--- config.mk ---
export PLATFORM = sky130hd
export DESIGN_NAME = setn_stagger_ctrl
export DESIGN_NICKNAME = d
export VERILOG_FILES = /design/src/rtl/setn_seq_pkg.sv /design/src/rtl/setn_seq_pick.sv /design/src/rtl/setn_stagger_ctrl.sv
export SDC_FILE = /design/constraint.sdc
export NUM_CORES = 1
export LEC_CHECK = 0
export ABC_CLOCK_PERIOD_IN_PS = 5100
export BUFFER_PORTS_ARGS = -buffer_cell sky130_fd_sc_hd__buf_2
export CAP_MARGIN = 20
export CORE_MARGIN = 3
export CORE_UTILIZATION = 30
export DETAILED_ROUTE_END_ITERATION = 8
export GPL_TIMING_DRIVEN = 0
export PLACE_DENSITY = 0.59
export SETUP_SLACK_MARGIN = 0.2
export SKIP_LAST_GASP = 1
export SLEW_MARGIN = 10
export SYNTH_ARGS = -nofsm -noshare
export SYNTH_HDL_FRONTEND = slang
export SYNTH_HIERARCHICAL = 1
export SYNTH_SLANG_ARGS = --single-unit
--- constraint.sdc ---
create_clock -name clk_i -period 5.1 [get_ports clk_i]
set_clock_uncertainty 0.05 [all_clocks]
set_input_delay 0.255 -clock clk_i [delete_from_list [all_inputs] [get_ports clk_i]]
set_output_delay 0.255 -clock clk_i [all_outputs]
set_load 0.03 [all_outputs]
--- src/rtl/setn_seq_pkg.sv ---
// Shared types and sizing helpers for the SETN stagger sequencer.
package setn_seq_pkg;

   // Sequencer states
   typedef enum logic [2:0] {
      IDLE    = 3'd0,
      GATE    = 3'd1,
      PULSE   = 3'd2,
      GAP     = 3'd3,
      RELEASE = 3'd4,
      DONE    = 3'd5
   } state_e;

   // Pulse/gap counter width: wide enough to hold max(PULSE_CYC, GAP_CYC)
   function automatic int unsigned cnt_width(input int unsigned pulse_cyc,
                                             input int unsigned gap_cyc);
      int unsigned m;
      int unsigned w;
      m = (pulse_cyc > gap_cyc) ? pulse_cyc : gap_cyc;
      w = $clog2(m + 1);
      return (w < 1) ? 1 : w;
   endfunction

   // Width of a group index
   function automatic int unsigned idx_width(input int unsigned ngroups);
      return (ngroups > 1) ? $clog2(ngroups) : 1;
   endfunction

endpackage

--- src/rtl/setn_seq_pick.sv ---
// Priority picker: lowest set mask bit, either from bit 0 (first_i) or
// strictly above idx_i.
module setn_seq_pick #(
   parameter int unsigned NGROUPS = 4,
   parameter int unsigned IW      = 2
) (
   input  logic [NGROUPS-1:0] mask_i,
   input  logic [IW-1:0]      idx_i,
   input  logic               first_i,
   output logic [IW-1:0]      idx_o,
   output logic               found_o
);

   logic          found_c;
   logic [IW-1:0] idx_c;

   // Ascending scan keeps the first hit, giving the lowest qualifying bit
   always_comb begin
      found_c = 1'b0;
      idx_c   = '0;
      for (int i = 0; i < int'(NGROUPS); i++) begin
         if (!found_c && mask_i[i] && (first_i || (i > int'(idx_i)))) begin
            found_c = 1'b1;
            idx_c   = IW'(i);
         end
      end
   end

   assign idx_o   = idx_c;
   assign found_o = found_c;

endmodule

--- src/rtl/setn_stagger_ctrl.sv ---
// Staggered SETN preset sequencer for a gated negative-edge flop bank.
// Optional feature macro: SETN_SEQ_ABORT_EN (adds abort_i, skips the
// remaining groups and closes the window through RELEASE/DONE).
module setn_stagger_ctrl
   import setn_seq_pkg::*;
#(
   parameter int unsigned NGROUPS   = 4,
   parameter int unsigned PULSE_CYC = 2,
   parameter int unsigned GAP_CYC   = 1
) (
   input  logic               clk_i,
   input  logic               rst_i,
   input  logic               req_i,
   input  logic [NGROUPS-1:0] grp_mask_i,
`ifdef SETN_SEQ_ABORT_EN
   input  logic               abort_i,
`endif
   output logic [NGROUPS-1:0] setn_o,
   output logic               clkn_en_o,
   output logic               busy_o,
   output logic               ack_o
);

   localparam int unsigned IW = idx_width(NGROUPS);
   localparam int unsigned CW = cnt_width(PULSE_CYC, GAP_CYC);
   localparam int unsigned GAP_LOAD_I = (GAP_CYC > 0) ? GAP_CYC - 1 : 0;
   localparam logic [CW-1:0] PULSE_LOAD = CW'(PULSE_CYC - 1);
   localparam logic [CW-1:0] GAP_LOAD   = CW'(GAP_LOAD_I);

   state_e             state_q;
   logic [NGROUPS-1:0] mask_q;
   logic [IW-1:0]      idx_q;
   logic [CW-1:0]      cnt_q;
   logic [NGROUPS-1:0] setn_q;
   logic               clkn_en_q;
   logic               busy_q;
   logic               ack_q;

   logic [IW-1:0]      pick_idx_d;
   logic               pick_found_d;
   logic               abort_c;

`ifdef SETN_SEQ_ABORT_EN
   assign abort_c = abort_i;
`else
   assign abort_c = 1'b0;
`endif

   // Next group to pulse: lowest set bit in GATE, next higher bit otherwise
   setn_seq_pick #(
      .NGROUPS (NGROUPS),
      .IW      (IW)
   ) u_pick (
      .mask_i  (mask_q),
      .idx_i   (idx_q),
      .first_i (state_q == GATE),
      .idx_o   (pick_idx_d),
      .found_o (pick_found_d)
   );

   // All-ones vector with a single low bit at idx
   function automatic logic [NGROUPS-1:0] one_cold(input logic [IW-1:0] idx);
      logic [NGROUPS-1:0] v;
      v      = '1;
      v[idx] = 1'b0;
      return v;
   endfunction

   // Sequencer FSM with registered SETN, clock-gate, busy and ack outputs
   always_ff @(posedge clk_i) begin
      if (rst_i) begin
         state_q   <= IDLE;
         mask_q    <= '0;
         idx_q     <= '0;
         cnt_q     <= '0;
         setn_q    <= '1;
         clkn_en_q <= 1'b1;
         busy_q    <= 1'b0;
         ack_q     <= 1'b0;
      end else begin
         case (state_q)
            IDLE: begin
               ack_q <= 1'b0;
               if (req_i) begin
                  busy_q <= 1'b1;
                  if (|grp_mask_i) begin
                     mask_q    <= grp_mask_i;
                     clkn_en_q <= 1'b0;
                     state_q   <= GATE;
                  end else begin
                     ack_q   <= 1'b1;
                     state_q <= DONE;
                  end
               end
            end

            GATE: begin
               if (abort_c) begin
                  state_q <= RELEASE;
               end else begin
                  idx_q   <= pick_idx_d;
                  setn_q  <= one_cold(pick_idx_d);
                  cnt_q   <= PULSE_LOAD;
                  state_q <= PULSE;
               end
            end

            PULSE: begin
               if (abort_c) begin
                  setn_q  <= '1;
                  state_q <= RELEASE;
               end else if (cnt_q != '0) begin
                  cnt_q <= cnt_q - CW'(1);
               end else if (pick_found_d) begin
                  idx_q <= pick_idx_d;
                  if (GAP_CYC == 0) begin
                     setn_q  <= one_cold(pick_idx_d);
                     cnt_q   <= PULSE_LOAD;
                     state_q <= PULSE;
                  end else begin
                     setn_q  <= '1;
                     cnt_q   <= GAP_LOAD;
                     state_q <= GAP;
                  end
               end else begin
                  setn_q  <= '1;
                  state_q <= RELEASE;
               end
            end

            GAP: begin
               if (abort_c) begin
                  setn_q  <= '1;
                  state_q <= RELEASE;
               end else if (cnt_q != '0) begin
                  cnt_q <= cnt_q - CW'(1);
               end else begin
                  setn_q  <= one_cold(idx_q);
                  cnt_q   <= PULSE_LOAD;
                  state_q <= PULSE;
               end
            end

            // SETN has been high for this whole cycle, so the clock may return
            RELEASE: begin
               setn_q    <= '1;
               clkn_en_q <= 1'b1;
               ack_q     <= 1'b1;
               state_q   <= DONE;
            end

            DONE: begin
               ack_q   <= 1'b0;
               busy_q  <= 1'b0;
               state_q <= IDLE;
            end

            default: begin
               setn_q    <= '1;
               clkn_en_q <= 1'b1;
               busy_q    <= 1'b0;
               ack_q     <= 1'b0;
               state_q   <= IDLE;
            end
         endcase
      end
   end

   assign setn_o    = setn_q;
   assign clkn_en_o = clkn_en_q;
   assign busy_o    = busy_q;
   assign ack_o     = ack_q;

endmodule

==> impl_results.rst <==
.. list-table::
   :header-rows: 1

   * - Metric
     - Value
   * - Clock Tree Buf Depth
     - 2
   * - CTS root buffer
     - clkbuf_4
   * - Antenna violations before repair
     - 0
   * - Share of the synthesized area in compound gates (AO/OA/AOI/OAI)
     - 27.13%
   * - Count of TritonRoute iterations in the first routing pass
     - 4
   * - Post-Synth Adder-Cell Area
     - 0%
   * - Proportion of layout cells with a drive suffix above 1
     - 19.26%
   * - Detailed placer's ending HPWL
     - 1716 um
   * - Logic pwr share
     - 38.3%
   * - Average via count per standard cell
     - approximately 5.3
   * - Max-Cap Viols
     - 0
   * - Status
     - finished clean
   * - Count of pins on the block boundary
     - 14
   * - Switching Share
     - between 30% and 40%
   * - Share of total power in sequential cells
     - roughly two fifths
   * - Highest Clock Rate
     - about 420 MHz
   * - Number of synthesized register bits
     - 18
   * - Initial Utilization
     - 31.91%
   * - Crit path DAT
     - about 2.5 ns
   * - Power spent charging and discharging nets
     - 168.4 uW
   * - Final period util
     - a little under half
   * - Combined area of all synthesized cells
     - approximately 1000 um^2
   * - Most common cell after layout, fill and taps aside
     - dfxtp_1
   * - First-pass GRT wire length
     - 3981 um
   * - Largest family of logic cells by synthesized area
     - simple AND/OR/NAND/NOR gates
   * - Count of unresolved DRC violations after routing
     - 0
   * - Nets@finish
     - approximately 140
   * - Post_cts resized
     - 0
   * - Mux contribution to synthesized area
     - between 2 and 2.5%
   * - RSZ-0062 raised after global routing
     - false
   * - Post-route antenna net violation count
     - 0
   * - Max IR drop VDD
     - between 150 and 200 uV
   * - GRT Total Usage
     - 12.09%
   * - Number of buffers created by CTS
     - 3
   * - Syn_nets
     - around 130
   * - Port Buffer Count
     - 13
   * - Critical-path maximum fanout
     - 10
   * - Pwr Density
     - slightly below 400 mW/mm^2
   * - Number of enable-type register cells in the synthesized netlist
     - 0
   * - Hold buffer count at cts
     - 0
   * - Hold Path Class
     - primary input to register
   * - Depth of the CTS H-tree
     - 1
   * - Simple-gate share of the synthesized area
     - 27.52%
   * - Clock tree from TritonCTS
     - built
   * - Chip height
     - about 63 um
   * - Filler cells
     - around 320
   * - Count of antenna diodes in the layout
     - 0
   * - DR vias
     - roughly 950
   * - Xor and xnor fraction of the mapped netlist area
     - less than 1%
   * - Leading cell types in the layout, fill and taps excluded
     - 18 x dfxtp_1, 16 x buf_2, 11 x a21oi_1
   * - Instance count of the mapped netlist
     - ~120
   * - Total power of the final layout
     - around 440 uW
   * - Area growth from synthesis to final layout
     - 15.92%
   * - DR WL/cell
     - 12.74 um
   * - Number of distinct library cells after synthesis
     - 35
   * - Worst Setup Path Type
     - register to register
   * - Static leakage
     - roughly 0.4 nW
   * - Slew headroom
     - between 60% and 70%
   * - Average cell area after synthesis
     - roughly 8.3 um^2
   * - Congestion Overflow GR
     - 0
   * - Clock latency reported for the late side of the worst-skew pair
     - 0.29 ns
   * - Final-layout setup total negative slack
     - 0 ns
   * - Core region area
     - 0.003078 mm^2
   * - Clock transition at the registers of the reported paths
     - 0.11 ns
   * - Internal power
     - 271.0 uW
   * - CTS sink cnt
     - 18
   * - Kind of start point of the critical path
     - register
   * - Via count of the first global-routing pass
     - 928
   * - Post-layout minimum cycle time
     - roughly 2.4 ns
   * - Wire length reported by the detailed router
     - ~2300 um
   * - Number of core rows
     - 20
   * - Clock group share of total power
     - about a fifth
   * - Yosys Warn Count
     - 6
   * - Final slew viol count
     - 0
   * - Category of the worst setup path capture point
     - register
   * - Fin. Hold Viols
     - 0
   * - Full die area
     - approximately 0.0040 mm^2
   * - Number of post-CTS setup repair buffers
     - 0
   * - Gp weighted congestion
     - 0.7608
   * - Post-synth ARST share
     - 0%
   * - Transition at the pin with the smallest max-transition slack
     - 0.4527 ns
   * - Sequential area share after synthesis
     - around 37%
   * - Final hold slack
     - approximately 0.17 ns
   * - Data required time of the critical path
     - 5.23 ns
   * - Width of the chip
     - 63.22 um
   * - Most used DFF post-synth
     - dfxtp_1
   * - Number of setup violations in the final report
     - 0
   * - Pin count of the biggest net entering global routing
     - 11
   * - Detailed router's first-iteration violation count
     - 26
-- worst max-delay path: stages (launching register included) --
cell	delay, ns
dfxtp_1	0.34
buf_6	0.14
nand2b_1	0.21
nor2_1	0.29
nand3b_1	0.17
nand2_2	0.08
o21ai_0	0.40
inv_1	0.12
o32ai_1	0.32
a22oi_1	0.13
-- routing by layer --
metal | wire length, um | track usage (%) | part of all wire, % | up-vias
met4 | 37 | 5.660 | 1.6 | 0
met1 | 976 | 13.07 | 43 | 463
li1 | - | - | - | 468
met5 | 0 | 0 | 0 | -
met2 | 1190 | 22.00 | 52 | 14
met3 | 77 | 2.852 | 3.4 | 7
-- flip-flops by register name, summed over array words and instances, names as in the netlist --
| signal | cells |
|---|---|
| ack_o | 1 |
| busy_o | 1 |
| clkn_en_o | 1 |
| cnt_q | 2 |
| idx_q | 2 |
| mask_q | 4 |
| setn_o | 4 |
| state_q | 3 |
-- through the flow --
stage | setup slack, ns | cells | utilization, % | instance area, um^2
floorplan | 3.143 | 118 | - | 982.2
global placement | 2.883 | 175 | 35.81 | 1102
detailed placement | 2.770 | 175 | 35.81 | 1102
CTS | 2.737 | 179 | 36.99 | 1139
global route | 2.509 | 179 | 36.99 | 1139
finish | 2.746 | 179 | 36.99 | 1139
-- power groups by stage --
stage               registers [mW]  clock network (mW)  logic [mW]
floorplan                    0.196                   0       0.114
global placement             0.182                   0       0.163
detailed placement           0.183                   0       0.167
CTS                          0.180              0.0915       0.168
global route                 0.185              0.0976       0.188
finish                       0.180              0.0910       0.168
-- worst paths after layout --
path	start	to	slack (ns)	depth (start not counted)
worst max-delay path	state_q[1]$_SDFFE_PP0P_	setn_o[1]$_SDFFE_PP1P_	2.75	9
worst max register to register	state_q[1]$_SDFFE_PP0P_	setn_o[1]$_SDFFE_PP1P_	2.75	9
worst min-delay path	grp_mask_i[2]	mask_q[2]$_SDFFE_PP0P_	0.17	3
worst min register to register	busy_o$_SDFFE_PP0P_	busy_o$_SDFFE_PP0P_	0.43	2
-- area by class of cell --
cell class              instances  area [um^2]  share of cell area (%)
multi-input cells              88        565.5                   49.67
flip-flops and latches         18        360.3                   31.65
repair buffers                 13        65.06                   5.714
well taps                      44        55.05                   4.835
clock buffers                   4        36.28                   3.187
plain buffers                   6        33.78                   2.967
inverters                       6        22.52                   1.978
-- cells in the mapped netlist, types with 2 or more instances --
cell / number / area, um^2
nand2b_1: 9 / 56.30
clkbuf_1: 2 / 7.510
nor3_1: 2 / 10.01
nand2_1: 8 / 30.03
o21ai_0: 8 / 40.04
or3_1: 5 / 31.28
mux2i_1: 2 / 20.02
dfxtp_1: 18 / 360.4
nor2_1: 9 / 33.78
nor3b_1: 2 / 15.01
o22ai_1: 2 / 12.51
a21oi_1: 11 / 55.05
nand3b_1: 2 / 15.01
a22oi_1: 4 / 30.03
o21ai_1: 4 / 20.02
inv_1: 6 / 22.52
buf_2: 3 / 15.01
o32ai_1: 4 / 35.03
-- cells by family after synthesis --
| group | Yosys count |
|---|---|
| simple gates | 44 |
| compound gates | 41 |
| flops | 18 |
| buf+inv | 12 |
| mux | 2 |
| xor+xnor | 1 |
No activity file was read; power rests on OpenSTA's default activity.
